<file path="src/rtl/tron_fetch_unit_if.sv">
// ============================================================================
// Module      : tron_fetch_unit_if
// Description : Core-side instruction handshake and instruction-memory read
//               bus of the TRON fetch unit, bundled as one interface.
// Revision    : 1.0 - initial release
// ============================================================================
`default_nettype none

interface tron_fetch_unit_if;
    logic        redirect;
    logic [15:0] redirect_pc;
    logic        instr_ready;
    logic [15:0] instruction;
    logic [15:0] instr_addr;
    logic        instr_valid;
    logic        mem_rd;
    logic [15:0] mem_addr;
    logic [15:0] mem_rdata;
    logic        mem_ack;

    // master: the fetch unit itself; slave: core plus instruction memory
    modport master (
        input  redirect, redirect_pc, instr_ready, mem_rdata, mem_ack,
        output instruction, instr_addr, instr_valid, mem_rd, mem_addr
    );

    modport slave (
        output redirect, redirect_pc, instr_ready, mem_rdata, mem_ack,
        input  instruction, instr_addr, instr_valid, mem_rd, mem_addr
    );
endinterface

`default_nettype wire

</file>
<file path="src/rtl/tron_fetch_unit.sv">
// ============================================================================
// Module      : tron_fetch_unit
// Description : Sequential instruction prefetcher with a DEPTH-entry FIFO,
//               one outstanding memory read and redirect handling.
//               Optional macro FETCH_BYPASS_EN: forward a returning word
//               straight to the core when the FIFO is empty.
// Revision    : 1.0 - initial release
// ============================================================================
`default_nettype none

module tron_fetch_unit #(
    parameter int          DEPTH    = 4,
    parameter logic [15:0] RESET_PC = 16'h0000
) (
    input  wire logic          clk,
    input  wire logic          reset,
    tron_fetch_unit_if.master  bus
);

    localparam int                 c_PTR_W   = $clog2(DEPTH);
    localparam logic [c_PTR_W:0]   c_DEPTH   = (c_PTR_W + 1)'(DEPTH);
    localparam logic [c_PTR_W:0]   c_CNT_ONE = {{c_PTR_W{1'b0}}, 1'b1};
    localparam logic [c_PTR_W-1:0] c_PTR_ONE = {{(c_PTR_W-1){1'b0}}, 1'b1};

    typedef enum logic [1:0] {
        IDLE = 2'd0,
        READ = 2'd1,
        DROP = 2'd2
    } state_t;

    state_t             r_state;
    state_t             w_state_nxt;
    logic [15:0]        r_fetch_pc;
    logic [15:0]        w_fetch_pc_nxt;
    logic [15:0]        r_target_pc;
    logic [15:0]        w_target_pc_nxt;
    logic [c_PTR_W:0]   r_count;
    logic [c_PTR_W:0]   w_count_nxt;
    logic [c_PTR_W-1:0] r_rd_ptr;
    logic [c_PTR_W-1:0] r_wr_ptr;
    logic [15:0]        r_fifo_addr [DEPTH];
    logic [15:0]        r_fifo_data [DEPTH];

    logic w_empty;
    logic w_bypass;
    logic w_byp_take;
    logic w_push;
    logic w_pop;

    assign w_empty = (r_count == '0);

`ifdef FETCH_BYPASS_EN
    assign w_bypass = w_empty && (r_state == READ) && bus.mem_ack && !bus.redirect;
`else
    assign w_bypass = 1'b0;
`endif

    // A bypassed word that the core takes immediately never enters the FIFO
    assign w_byp_take = w_bypass && bus.instr_ready;
    assign w_push     = (r_state == READ) && bus.mem_ack && !bus.redirect && !w_byp_take;
    assign w_pop      = !w_empty && bus.instr_ready && !bus.redirect;

    always_comb begin
        w_count_nxt = r_count;
        if (bus.redirect) begin
            w_count_nxt = '0;
        end else if (w_push && !w_pop) begin
            w_count_nxt = r_count + c_CNT_ONE;
        end else if (!w_push && w_pop) begin
            w_count_nxt = r_count - c_CNT_ONE;
        end
    end

    always_comb begin
        w_state_nxt     = r_state;
        w_fetch_pc_nxt  = r_fetch_pc;
        w_target_pc_nxt = r_target_pc;
        unique case (r_state)
            IDLE: begin
                if (bus.redirect) begin
                    w_fetch_pc_nxt = bus.redirect_pc;
                end else if (r_count < c_DEPTH) begin
                    w_state_nxt = READ;
                end
            end
            READ: begin
                if (bus.mem_ack) begin
                    if (bus.redirect) begin
                        w_fetch_pc_nxt = bus.redirect_pc;
                    end else begin
                        w_fetch_pc_nxt = r_fetch_pc + 16'd1;
                        w_state_nxt    = (w_count_nxt < c_DEPTH) ? READ : IDLE;
                    end
                end else if (bus.redirect) begin
                    // The old read stays on the bus until memory completes it
                    w_target_pc_nxt = bus.redirect_pc;
                    w_state_nxt     = DROP;
                end
            end
            DROP: begin
                if (bus.redirect) begin
                    w_target_pc_nxt = bus.redirect_pc;
                end
                if (bus.mem_ack) begin
                    w_fetch_pc_nxt = bus.redirect ? bus.redirect_pc : r_target_pc;
                    w_state_nxt    = READ;
                end
            end
            default: begin
                w_state_nxt = IDLE;
            end
        endcase
    end

    always_ff @(posedge clk or posedge reset) begin
        if (reset) begin
            r_state     <= IDLE;
            r_fetch_pc  <= RESET_PC;
            r_target_pc <= RESET_PC;
            r_count     <= '0;
            r_rd_ptr    <= '0;
            r_wr_ptr    <= '0;
        end else begin
            r_state     <= w_state_nxt;
            r_fetch_pc  <= w_fetch_pc_nxt;
            r_target_pc <= w_target_pc_nxt;
            r_count     <= w_count_nxt;
            if (bus.redirect) begin
                r_rd_ptr <= '0;
                r_wr_ptr <= '0;
            end else begin
                if (w_push) begin
                    r_wr_ptr <= r_wr_ptr + c_PTR_ONE;
                end
                if (w_pop) begin
                    r_rd_ptr <= r_rd_ptr + c_PTR_ONE;
                end
            end
        end
    end

    always_ff @(posedge clk) begin
        if (w_push) begin
            r_fifo_addr[r_wr_ptr] <= r_fetch_pc;
            r_fifo_data[r_wr_ptr] <= bus.mem_rdata;
        end
    end

    assign bus.mem_rd      = (r_state != IDLE);
    assign bus.mem_addr    = r_fetch_pc;
    assign bus.instr_valid = !w_empty || w_bypass;
    assign bus.instruction = w_bypass ? bus.mem_rdata :
                             (!w_empty ? r_fifo_data[r_rd_ptr] : 16'h0000);
    assign bus.instr_addr  = w_bypass ? r_fetch_pc :
                             (!w_empty ? r_fifo_addr[r_rd_ptr] : 16'h0000);

endmodule

`default_nettype wire

</file>
<file path="src/flat_wrapper.sv">
// flat-port wrapper written by rule: the top's interface ports become plain ports
module tron_fetch_unit_flat 
#(
    parameter int          DEPTH    = 4,
    parameter logic [15:0] RESET_PC = 16'h0000
)
  (clk, reset, bus_redirect, bus_redirect_pc, bus_instr_ready, bus_mem_rdata, bus_mem_ack, bus_instruction, bus_instr_addr, bus_instr_valid, bus_mem_rd, bus_mem_addr);
  tron_fetch_unit_if bus_i ();
  input  wire logic clk;
  input  wire logic reset;
  input wire logic [$bits(bus_i.redirect)-1:0] bus_redirect;
  input wire logic [$bits(bus_i.redirect_pc)-1:0] bus_redirect_pc;
  input wire logic [$bits(bus_i.instr_ready)-1:0] bus_instr_ready;
  input wire logic [$bits(bus_i.mem_rdata)-1:0] bus_mem_rdata;
  input wire logic [$bits(bus_i.mem_ack)-1:0] bus_mem_ack;
  output wire logic [$bits(bus_i.instruction)-1:0] bus_instruction;
  output wire logic [$bits(bus_i.instr_addr)-1:0] bus_instr_addr;
  output wire logic [$bits(bus_i.instr_valid)-1:0] bus_instr_valid;
  output wire logic [$bits(bus_i.mem_rd)-1:0] bus_mem_rd;
  output wire logic [$bits(bus_i.mem_addr)-1:0] bus_mem_addr;
  assign bus_i.redirect = bus_redirect;
  assign bus_i.redirect_pc = bus_redirect_pc;
  assign bus_i.instr_ready = bus_instr_ready;
  assign bus_i.mem_rdata = bus_mem_rdata;
  assign bus_i.mem_ack = bus_mem_ack;
  assign bus_instruction = bus_i.instruction;
  assign bus_instr_addr = bus_i.instr_addr;
  assign bus_instr_valid = bus_i.instr_valid;
  assign bus_mem_rd = bus_i.mem_rd;
  assign bus_mem_addr = bus_i.mem_addr;
  tron_fetch_unit #(.DEPTH(DEPTH), .RESET_PC(RESET_PC)) u_core (.clk(clk), .reset(reset), .bus(bus_i));
endmodule
</file>
<file path="config.mk">
export PLATFORM = sky130hd
export DESIGN_NAME = tron_fetch_unit_flat
export DESIGN_NICKNAME = d
export VERILOG_FILES = /design/src/rtl/tron_fetch_unit_if.sv /design/src/rtl/tron_fetch_unit.sv /design/src/flat_wrapper.sv
export SDC_FILE = /design/constraint.sdc
export NUM_CORES = 1
export LEC_CHECK = 0
export BUFFER_PORTS_ARGS = -buffer_cell sky130_fd_sc_hd__buf_4
export CORE_ASPECT_RATIO = 1.75
export CORE_MARGIN = 3
export CORE_UTILIZATION = 35
export CTS_BUF_LIST = sky130_fd_sc_hd__clkbuf_4 sky130_fd_sc_hd__clkbuf_8
export DETAILED_ROUTE_END_ITERATION = 12
export GPL_TIMING_DRIVEN = 0
export REMOVE_ABC_BUFFERS = 1
export SYNTH_ARGS = -nofsm -noshare
export SYNTH_HDL_FRONTEND = slang
export SYNTH_SLANG_ARGS = --single-unit
</file>
<file path="constraint.sdc">
create_clock -name clk -period 4.8 [get_ports clk]
set_input_delay 0.48 -clock clk [delete_from_list [all_inputs] [get_ports clk]]
set_output_delay 0.48 -clock clk [all_outputs]
set_load 0.01 [all_outputs]
</file>
==> results.yml <==
detailed_routing:
  initialDrtViolationCount: 352
  wl_per_cell_um: 19.0
  viasPerCell: 5.20
  ant_nets: 0
  drcViolationCount: 0
  drt-total-wl_um: 17300
  dr.pass1.iters: 4
  vias: 4735
yosys:
  yosysTopAreaCell: "edfxtp_1"
  ys.flop_type: "edfxtp_1"
  synth-edff-count: 128
  synth.top_cells.by_area: "edfxtp_1 50%, dfrtp_1 13%, mux4_2 9.4%, and2_1 2.8%, ha_1 2.0%"
  yosys-top-cells-count: "128 x edfxtp_1, 41 x dfrtp_1, 34 x and2_1"
  yosys_register_bits: 169
  syn_area_um2: 7700
  synthArstFlopShare_pct: 24.3
  yosysTopAreaCellShare_pct: 49.9
  synth_seq_area_share_pct: 63.3
  synth_cells: 526
  ys_warn_count: 0
  synth.distinct_cells: 61
  syn_avg_cell_area_um2: 14.6
  yosysMostFrequentCell: "edfxtp_1"
sta:
  skew_ns: 0.0105
  worst_pin_slew_ns: 1.05
  min_period_over_period_pct: 60.5
  fin_ws_ns: 1.90
  grt_setup_unrepaired: "false"
  whs_ns: 0.227
  fmax_ghz: 0.345
  slew_headroom_pct: 29.9
  tns_ns: 0
  maxSlewViolCount: 0
  final-hold-violation-count: 0
  finalSetupViolCount: 0
  fin_crit_ns: 2.90
grt:
  grt_pass1_vias: 5027
  grt_max_degree: 58
  grt_pass1_wl_um: 27700
  grt_overflow_total: 0
  antenna_found_initial: 0
  grt_usage_pct: 15.0
cells_and_area:
  layout-drive-gt1-share_pct: 30.4
  nNetsFinal: 655
  antennaDiodeCount: 0
  final_core_util_pct: 42.0
  syn_to_final_growth_pct: 17.9
critical_path:
  crit_type: "register to output port"
  critPathMaxFanout: 21
  crit_arrival_ns: 2.42
  cp-start-kind: "register"
  required_ns: 4.32
  end_kind: "output port"
pwr:
  p_leak_nw: 3.22
  irDropWorstVdd_v: 0.000230
  power_mw: 5.17
  p_per_area_nw_per_um2: 570
floorplanning:
  design.die.area_um2: 23900
  rows: 71
  initial_utilization_pct: 35.7
  core-area_um2: 21600
  die_width_um: 118
  die_h_um: 202
  num_io_pins: 87
cts:
  root_buffer: "clkbuf_8"
  cts-htree-levels: 4
  worst_skew_pair.late_latency_ns: 0.45
  cts_sinks: 169
  path_clk_slew_ns: 0.09
  cts_resized: 0
  cts_made_buffers: 17
  cts_tree: "built"
  cts_buffer_depth: 2
placed_design:
  place_congestion: 0.795
  dpl.hpwl_um: 11600
  io_buffers: 86
  dpl_worst_slack_ns: 1.96
job:
  maxCapViolCount: 0
min_path:
  holdCritPathClass: "input pin to register"
run_status:
  status: "finished clean"
critical path, stage by stage, from the launching register on:
cell	delay, ns
dfrtp_2	0.84
buf_12	0.26
mux4_2	0.50
and2_1	0.20
buf_4	0.15
placed cells by master (no fill, tap or decap), types with 3 or more instances in the layout:
cell / count
a21oi_1: 10
a221o_1: 4
a221oi_1: 4
a22o_1: 3
a22oi_1: 7
a31oi_1: 8
and2_1: 34
and3_1: 3
and3_2: 4
buf_12: 6
buf_4: 86
clkbuf_8: 17
clkinvlp_4: 5
dfrtp_1: 39
edfxtp_1: 128
ha_1: 12
inv_1: 14
inv_6: 3
mux2_1: 4
mux2_2: 13
mux4_2: 32
nand2_1: 30
nand2b_1: 5
nand3_1: 4
nand4_1: 4
nor2_1: 33
nor3_1: 7
o21ai_0: 22
o21ai_1: 3
o2bb2ai_1: 3
o31ai_1: 7
or3_1: 4
xnor2_1: 5
xor2_1: 7
cell families (layout without fill, tap and decap cells):
kind of cell,after synthesis,after routing,synth area share [%]
flops,169,169,63.3
simple gates,146,146,10.4
compound gates,88,88,7.93
mux,51,51,12.1
buf+inv,48,141,3.02
fa+ha+maj,12,12,1.95
xor+xnor,12,12,1.37
final cells by class:
cell class	instances	area, um2
clock buffer	17	234
clock inverter	15	150
fill	1974	12500
inverter	15	56.3
multi-input combinational	309	2610
sequential	169	4870
tap	292	365
timing repair buffer	94	787
layer usage:
metal  wire length [um]  up-vias  GRT usage [%]
met5                  0        -              0
met4                431        0           6.37
met3                649       28           3.00
met2               9890      138           28.3
met1               6370     2400           16.1
li1                   -     2169              -
metrics by stage:
stage / instances / cell area [um2]
4_1_cts: 911 / 9070
2_1_floorplan: 493 / 7520
3_3_place_gp: 871 / 8530
3_5_place_dp: 878 / 8680
5_1_grt: 911 / 9070
6_report: 911 / 9070
registers in the layout, indices dropped and copies added, names as in the netlist:
signal,count
u_core.r_count,3
u_core.r_fifo_data,64
u_core.r_state,2
u_core.r_target_pc,16
u_core.bus.mem_addr,16
u_core.r_fifo_addr,64
u_core.r_wr_ptr,2
u_core.r_rd_ptr,2
path summary, 6_finish.rpt:
kind | startpoint | to | slack, ns | cells after the start
worst max-delay path | u_core.r_rd_ptr[0]$_DFFE_PP0P_ | bus_instr_addr[6] | 1.90 | 4
worst min register to register | u_core.r_target_pc[6]$_DFFE_PP0P_ | u_core.r_target_pc[6]$_DFFE_PP0P_ | 0.49 | 1
worst max register to register | u_core.r_state[1]$_DFFE_PP0P_ | u_core.r_fifo_addr[2][3]$_DFFE_PP_ | 1.91 | 5
min in group asynchronous | reset | u_core.r_target_pc[1]$_DFFE_PP0P_ | 0.49 | 3
worst min-delay path | bus_mem_rdata[12] | u_core.r_fifo_data[3][12]$_DFFE_PP_ | 0.23 | 1
max in group asynchronous | reset | u_core.r_rd_ptr[1]$_DFFE_PP0P_ | 3.84 | 4
power breakdown:
group	switching [mW]	internal, mW
combinational	1.01	0.949
sequential	0.347	1.89
clock	0.516	0.461
total	1.87	3.30
repair_timing:
action                                  4_1_cts  5_1_grt
endpoints found under the hold margin         6        0
hold buffers                                  1        0
endpoints found under the setup margin        0        0
buffers inserted                              0        0
No activity file was read; power rests on OpenSTA's default activity.
